--- config.mk ---
export PLATFORM = sky130hd
export DESIGN_NAME = ex_mul_sequencer
export DESIGN_NICKNAME = d
export VERILOG_FILES = /design/src/rtl/ex_mul_sequencer.sv
export SDC_FILE = /design/constraint.sdc
export NUM_CORES = 1
export LEC_CHECK = 0
export ABC_AREA = 1
export CELL_PAD_IN_SITES_DETAIL_PLACEMENT = 1
export CELL_PAD_IN_SITES_GLOBAL_PLACEMENT = 2
export CORE_MARGIN = 2
export CORE_UTILIZATION = 35
export DETAILED_ROUTE_END_ITERATION = 7
export DONT_BUFFER_PORTS = 1
export HOLD_SLACK_MARGIN = 0.1
export PLACE_DENSITY = 0.86
export SLEW_MARGIN = 5
export SYNTH_ARGS = -nofsm -noshare
export SYNTH_HDL_FRONTEND = slang
export SYNTH_SLANG_ARGS = --single-unit
--- constraint.sdc ---
create_clock -name clk_i -period 3.25 [get_ports clk_i]
set_input_delay 0.325 -clock clk_i [delete_from_list [all_inputs] [get_ports clk_i]]
set_output_delay 0.325 -clock clk_i [all_outputs]
set_load 0.05 [all_outputs]
--- src/rtl/ex_mul_sequencer.sv ---
// Iterative shift-add multiplier for the EX stage; stalls the pipeline until the product is ready.
// Optional macro MUL_EARLY_EXIT_EN: leave RUN as soon as the remaining multiplier bits are all zero.
module ex_mul_sequencer #(
  parameter int DATA_W = 32,
  parameter int STEP   = 1
) (
  input  logic              clk_i,
  input  logic              rst_i,
  input  logic              start_i,
  input  logic              valid_i,
  input  logic              flush_i,
  input  logic [2:0]        ALUCtrl_i,
  input  logic [DATA_W-1:0] src1_i,
  input  logic [DATA_W-1:0] src2_i,
  output logic              stall_o,
  output logic              busy_o,
  output logic              result_valid_o,
  output logic [DATA_W-1:0] result_o
);

  localparam int          N       = DATA_W / STEP;
  localparam int          CNT_W   = $clog2(N) + 1;
  localparam logic [2:0]  ALU_MUL = 3'b010;

  typedef enum logic [1:0] {
    S_IDLE,
    S_RUN,
    S_DONE
  } state_t;

  state_t              r_state;
  state_t              w_nextState;
  logic [DATA_W-1:0]   r_mcand;
  logic [DATA_W-1:0]   r_mplier;
  logic [DATA_W-1:0]   r_acc;
  logic [CNT_W-1:0]    r_cnt;

  logic                w_isMul;
  logic                w_lastStep;
  logic [DATA_W-1:0]   w_partial;
  logic [DATA_W-1:0]   w_mplierShifted;
  logic [DATA_W-1:0]   w_mcandShifted;

  // A mul seen while reset is asserted must not stall the pipeline.
  assign w_isMul = rst_i & start_i & valid_i & ~flush_i & (ALUCtrl_i == ALU_MUL);

  always_comb begin
    w_partial = '0;
    for (int j = 0; j < STEP; j++) begin
      if (r_mplier[j]) begin
        w_partial = w_partial + (r_mcand << j);
      end
    end
  end

  assign w_mplierShifted = r_mplier >> STEP;
  assign w_mcandShifted  = r_mcand << STEP;

`ifdef MUL_EARLY_EXIT_EN
  assign w_lastStep = (r_cnt == CNT_W'(N - 1)) || (w_mplierShifted == '0);
`else
  assign w_lastStep = (r_cnt == CNT_W'(N - 1));
`endif

  always_ff @(posedge clk_i or negedge rst_i) begin
    if (!rst_i) begin
      r_state <= S_IDLE;
    end else begin
      r_state <= w_nextState;
    end
  end

  // DONE always returns to IDLE so the mul still sitting in EX is not taken twice.
  always_comb begin
    w_nextState = r_state;
    stall_o     = 1'b0;
    case (r_state)
      S_IDLE: begin
        stall_o = w_isMul;
        if (w_isMul) begin
          w_nextState = S_RUN;
        end
      end
      S_RUN: begin
        stall_o = ~flush_i;
        if (flush_i) begin
          w_nextState = S_IDLE;
        end else if (w_lastStep) begin
          w_nextState = S_DONE;
        end
      end
      S_DONE: begin
        w_nextState = S_IDLE;
      end
      default: begin
        w_nextState = S_IDLE;
      end
    endcase
  end

  always_ff @(posedge clk_i or negedge rst_i) begin
    if (!rst_i) begin
      r_mcand  <= '0;
      r_mplier <= '0;
      r_acc    <= '0;
      r_cnt    <= '0;
    end else begin
      case (r_state)
        S_IDLE: begin
          if (w_isMul) begin
            r_mcand  <= src1_i;
            r_mplier <= src2_i;
            r_acc    <= '0;
            r_cnt    <= '0;
          end
        end
        S_RUN: begin
          r_acc    <= r_acc + w_partial;
          r_mcand  <= w_mcandShifted;
          r_mplier <= w_mplierShifted;
          r_cnt    <= r_cnt + CNT_W'(1);
        end
        default: begin
        end
      endcase
    end
  end

  assign busy_o         = (r_state != S_IDLE);
  assign result_valid_o = (r_state == S_DONE);
  assign result_o       = r_acc;

endmodule

==> results of run 1 <==
[area by class of cell]
class,instances,area [sq um],area share (%)
tap,270,338,4.35
clock buffer,10,239,3.08
clock inverter,4,31.3,0.403
timing repair buffer,13,148,1.90
sequential,104,2600,33.5
multi-input combinational,749,3670,47.3
inverter,195,733,9.45
[power by group through the flow]
stage / sequential (mW) / combinational, mW / clock, mW
global placement: 2.73 / 2.53 / 0
CTS: 2.72 / 2.64 / 1.10
detailed placement: 2.75 / 2.58 / 0
finish: 2.71 / 2.61 / 1.07
global route: 2.77 / 3.04 / 1.15
floorplan: 2.62 / 1.93 / 0
[how the worst max path moves through the flow]
stage | from | to | slack [ps] | cells after the start
after floorplan | r_state[1] | stall_o | 880 | 5
after global placement | result_o[0] | result_o[16] | 780 | 13
after detailed placement | result_o[0] | result_o[16] | 690 | 13
after CTS | result_o[0] | result_o[16] | 660 | 13
after global routing | result_o[0] | result_o[16] | 450 | 13
final | result_o[0] | result_o[16] | 660 | 13
[layer usage]
| layer | routed length (microns) | share of wire (%) |
|---|---|---|
| met1 | 10400 | 48 |
| met2 | 9950 | 45 |
| met3 | 1270 | 5.8 |
| met4 | 299 | 1.4 |
| met5 | 0 | 0 |
[state kept, by name (all words and copies together) (netlist names)]
register,cells
r_cnt,6
r_mcand,32
r_mplier,32
r_state,2
result_o,32
[cells in the final DEF, fill, tap and decap left out, drive strengths merged, types with 2 or more instances in the layout]
| master | count |
|---|---|
| clkinvlp | 3 |
| inv | 195 |
| dfrtp | 104 |
| o21ai | 61 |
| buf | 11 |
| clkbuf | 10 |
| nand3 | 146 |
| ha | 32 |
| o211ai | 38 |
| o22ai | 3 |
| nor2 | 51 |
| nor3 | 6 |
| xor2 | 3 |
| a21oi | 34 |
| nand2 | 358 |
| nand3b | 2 |
| dlygate4sd3 | 2 |
| nand4 | 4 |
| o21bai | 3 |
| xnor2 | 4 |
[per-stage QoR]
| stage | utilization (%) | cell area [sq um] | power (mW) | setup WS, ps |
|---|---|---|---|---|
| final | 38.4 | 7760 | 6.40 | 663 |
| after global placement | 36.8 | 7440 | 5.26 | 784 |
| after CTS | 38.4 | 7760 | 6.46 | 665 |
| after detailed placement | 36.8 | 7440 | 5.33 | 692 |
| after floorplan | - | 7200 | 4.55 | 876 |
| after global routing | 38.4 | 7760 | 6.96 | 454 |
[worst max-delay path, stage by stage, from the launching register on]
cell	delay [ps]
dfrtp_1	670
ha_1	320
inv_1	70
fa_1	400
inv_1	110
nand3_1	70
nand3_1	150
nand2_1	80
nand2_1	180
nand3_1	110
nand2_1	120
nand2_1	70
nand2_1	60
o21ai_0	70
[logic make-up (layout without fill, tap and decap cells)]
group	after synthesis	after routing	synth area share (%)
and+or+nand+nor	569	569	33.0
DFF	104	104	36.1
AOI/OAI and AO/OA	140	140	11.2
adders and majority gates	33	33	5.84
buffers and inverters	239	222	13.0
xor gates and xnor gates	7	7	0.851
==> results.yml, run 1 <==
outcome:
  outcome: "finished, final reports clean"
cells_and_area:
  instances_no_fill: 1345
  n_antenna_cell: 0
  final_layout_size_suffix_gt1_share_pct: 3.16
  syn_to_final_growth_pct: 7.78
  nNetsFinal: 1177
  fillers: 2617
clock_network:
  cts_htree_levels: 3
  postCtsHoldBufs: 3
  postCtsSetupBuffers: 0
  cts_made_buffers: 9
  clk_pin_slew_ps: 80
  cts_root_buf: "clkbuf_16"
  cts_tree: "yes"
  ctsResizeCount: 0
  clk_latency_ps: 360
  cts_sinks: 104
  cts_buffer_depth: 2
synth:
  postSynthCellCount: 1092
  ys_async_sr_fraction_pct: 100
  ys.flop_type: "dfrtp_1"
  synth_cell_types: 28
  ys_top_cells_by_count: "nand2_1 (356), inv_1 (194), nand3_1 (146), dfrtp_1 (104), nor2_1 (51)"
  yosysWarnings: 0
  synth.cell_area_sq_um: 7200
  synth-edff-count: 0
  ys_seq_area_share_pct: 36.1
  yosys.area.top_type: "dfrtp_1"
  ys_ff_latch: 104
  syn_nets: 1197
  yosysMostFrequentCell: "nand2_1"
  syn_area_per_cell_sq_um: 6.60
  synthTopCellsByArea: "dfrtp_1 (36%), nand2_1 (19%), nand3_1 (10%)"
  synth_top_area_share_pct: 36.1
power:
  power.leakage_nw: 4.20
  p_per_area_nw_per_um2: 824
  internal_power_mw: 3.14
  clkPwrFrac_pct: 16.7
  combPwrFrac_pct: 40.8
  vdd_drop_max_uv: 272
  p_sw_mw: 3.25
  sequentialPowerShare_pct: 42.4
  p_sw_share_pct: 50.8
sta:
  finClkSkew_ps: 16.9
  finalMaxSlewViolations: 0
  worst_pin_slew_ps: 926
  hold_viol_final: 0
  rsz0062_at_grt: "false"
  period_share_pct: 79.6
  tns_ps: 0
  setup_viol: 0
  max_freq_mhz: 386
  min_period_ps: 2590
  max_slew_margin_pct: 38.0
  holdWs_ps: 132
global_routing:
  grt.total_usage_pct: 21.1
  antenna_found_initial: 0
  overflow: 0
  grt_pass1_vias: 6995
  busiest_layer: "met2"
  use_met2_pct: 33.8
  met3_usage_pct: 5.56
  grt_pass1_wl_mm: 36.6
  use_met1_pct: 28.8
  grt_max_degree: 105
min_path:
  holdPathStages: 2
  hp-class: "primary input to flop"
  min_from: "src2_i[21]"
  holdPathEnd: "r_mplier[21]"
floorplan:
  die_width_microns: 147
  start_util_pct: 35.6
  die_h_microns: 147
  core_sq_um: 20200
  ios: 107
  die_area_sq_um: 21700
  rows: 52
worst_setup_path:
  crit_type: "flop to flop"
  worst-r2r-setup-slack_ps: 660
  r2r-start: "result_o[0]"
  critPathArrivalTime_ps: 2830
  crit_path_end_kind: "flop"
  r2r_cells: 13
  crit_required_ps: 3490
  timing.rr.end: "result_o[16]"
  critPathLaunchType: "flop"
  cp_max_fo: 4
routing:
  viasPerCell: 4.98
  drc: 0
  detail-route-antenna-nets: 0
  totalWireLength_mm: 21.9
  dr.pass1.iters: 4
  wl_per_cell_microns: 16.3
  vias: 6700
  initialDrtViolationCount: 295
placed_design:
  dp_hpwl_mm: 16.1
  portBuffers: 0
  dpl.cell_count: 1328
  routabilityCongestion: 0.803
run:
  drv_cap: 0
Note: power is estimated with default switching activity, not from simulation.
==> inputs of run 2 (changes only) <==
CORE_UTILIZATION = 32   (was 35)
PLACE_DENSITY = 0.83   (was 0.86)
clock period = 2.2 ns   (was 3.25 ns; I/O delays follow)
==> run 2 against run 1 <==
  * The run now ends with hold timing left
  * Die area increased by 9.1%
  * Critical path depth unchanged
  * Power increased by 84%
  * Non-clock buffer count increased by 128
  * Maximum frequency increased by 23%
  * Register-to-register slack got worse by 570 ps
  * Sequential share of layout area decreased by 6.2 points
  * Wire length increased by 11%
  * Flip-flop and latch count unchanged
  * Via count increased by 9.3%
  * Clock power increased by 66%
  * Design area increased by 23%
  * Critical path type unchanged
  * Critical endpoint is now result_o[29]
  * Largest cell class unchanged
  * Largest power group is now combinational cells
==> results.yml, run 2 (same netlist as run 1, synthesis figures left out) <==
placed_design:
  portBuffers: 0
  dp_slack_ps: -123
  dpl.cell_count: 1402
  routabilityCongestion: 0.824
  dp_hpwl_mm: 17.5
global_routing:
  grt_pass1_wl_mm: 39.8
  grt.total_usage_pct: 20.8
  grt_max_degree: 106
  overflow: 0
  antenna_found_initial: 0
  grt_pass1_vias: 7841
routing:
  drt-met1-wl_mm: 11.5
  wl_per_cell_microns: 16.5
  vias: 7325
  wl_met2_mm: 11.9
  initialDrtViolationCount: 222
  viasPerCell: 4.93
  totalWireLength_mm: 24.5
  drc: 0
  wl_met3_microns: 738
  dr.pass1.iters: 4
  detail-route-antenna-nets: 0
  dr.max_layer_used: "met4"
power:
  power.leakage_nw: 4.84
  internal_power_mw: 6.09
  clkPwrFrac_pct: 15.1
  vdd_drop_max_uv: 438
  combPwrFrac_pct: 58.4
  p_sw_share_pct: 48.2
  p_per_area_nw_per_um2: 1230
  p_sw_mw: 5.67
  sequentialPowerShare_pct: 26.5
worst_setup_path:
  crit_type: "flop to flop"
  critPathArrivalTime_ps: 2370
  r2r_cells: 13
  crit_path_end_kind: "flop"
  crit_required_ps: 2460
  timing.rr.end: "result_o[29]"
  cp_max_fo: 21
  r2r-start: "r_mplier[0]"
  worst-r2r-setup-slack_ps: 90
  critPathLaunchType: "flop"
sta:
  max_freq_mhz: 474
  min_period_ps: 2110
  setup_viol: 0
  rsz0062_at_grt: "true"
  max_slew_margin_pct: 59.3
  layout_setup_ws_ps: 90.4
  worst_pin_slew_ps: 610
  finClkSkew_ps: 8.36
  finalMaxSlewViolations: 0
  holdWs_ps: -452
  period_share_pct: 95.9
  hold_viol_final: 104
floorplan:
  die_h_microns: 154
  core_sq_um: 22000
  rows: 54
  start_util_pct: 32.8
  ios: 107
  die_width_microns: 154
  die_area_sq_um: 23700
cells_and_area:
  nNetsFinal: 1305
  instances_no_fill: 1485
  syn_to_final_growth_pct: 32.4
  layout_common_cells: "nand2_1 (314), inv_1 (186), nand3_1 (138)"
  n_antenna_cell: 0
  final_layout_size_suffix_gt1_share_pct: 18.1
  final_common_cell: "nand2_1"
outcome:
  outcome: "finished, violations left"
  violations: "hold timing"
clock_network:
  cts_made_buffers: 9
  postCtsHoldBufs: 65
  cts_root_buf: "clkbuf_16"
  cts_buffer_depth: 2
  clk_latency_ps: 370
  cts_htree_levels: 3
  cts_sinks: 104
  cts_tree: "yes"
  clk_pin_slew_ps: 80
min_path:
  hp-class: "primary input to async pin"
run:
  drv_cap: 0
## run 2: layer usage
metal,up-vias,global-route usage (%)
met3,16,3.13
met5,-,0
li1,3679,-
met2,92,35.9
met1,3538,27.5
met4,0,5.12
## run 2: worst max path at each step
| stage | to | startpoint |
|---|---|---|
| 2_1_floorplan | result_o[28] | result_o[0] |
| 6_report | result_o[29] | r_mplier[0] |
| 5_1_grt | result_o[31] | r_mplier[0] |
| 3_5_place_dp | result_o[24] | r_mplier[0] |
| 3_3_place_gp | result_o[24] | r_mplier[0] |
| 4_1_cts | result_o[23] | r_mplier[0] |
## run 2: area by class of cell
cell class	instances	area (sq um)
Clock buffer	9	225
Clock inverter	7	88.8
Fill cell	2738	12400
Inverter	195	734
Multi-Input combinational cell	749	4260
Sequential cell	104	2600
Tap cell	280	350
Timing Repair Buffer	141	1270
## run 2: critical path, cell delays in order (launching register included)
cell	delay (ps)
dfrtp_2	460
buf_12	170
nand2_1	70
inv_1	40
ha_2	390
nand2_1	160
nor2_2	170
nand2_1	90
nor2_1	140
nand2_2	70
nand2_1	70
nand2_1	50
nand3_1	70
nand2_1	50
## run 2: power groups by stage
| stage | Combinational [mW] | Sequential (mW) | Clock (mW) |
|---|---|---|---|
| floorplan | 2.86 | 3.87 | 0 |
| global placement | 5.61 | 3.01 | 0 |
| detailed placement | 5.73 | 3.04 | 0 |
| CTS | 6.06 | 3.04 | 1.82 |
| global route | 7.55 | 3.20 | 1.89 |
| finish | 6.87 | 3.11 | 1.78 |
## run 2: metrics by stage
stage	power (mW)	util [%]	TNS [ps]	instance area, sq um
2_1_floorplan	6.73	-	0	7210
3_3_place_gp	8.62	36.2	-197	7950
3_5_place_dp	8.77	36.2	-794	7950
4_1_cts	10.9	41.2	0	9050
5_1_grt	12.6	43.4	-125	9540
6_report	11.8	43.4	0	9540
## run 2: what timing repair did
item	4_1_cts	5_1_grt
setup endpoints to repair	16	26
hold endpoints to repair	170	104
pin swaps	0	8
resized for setup	29	112
setup buffers	0	2
cloned	0	0
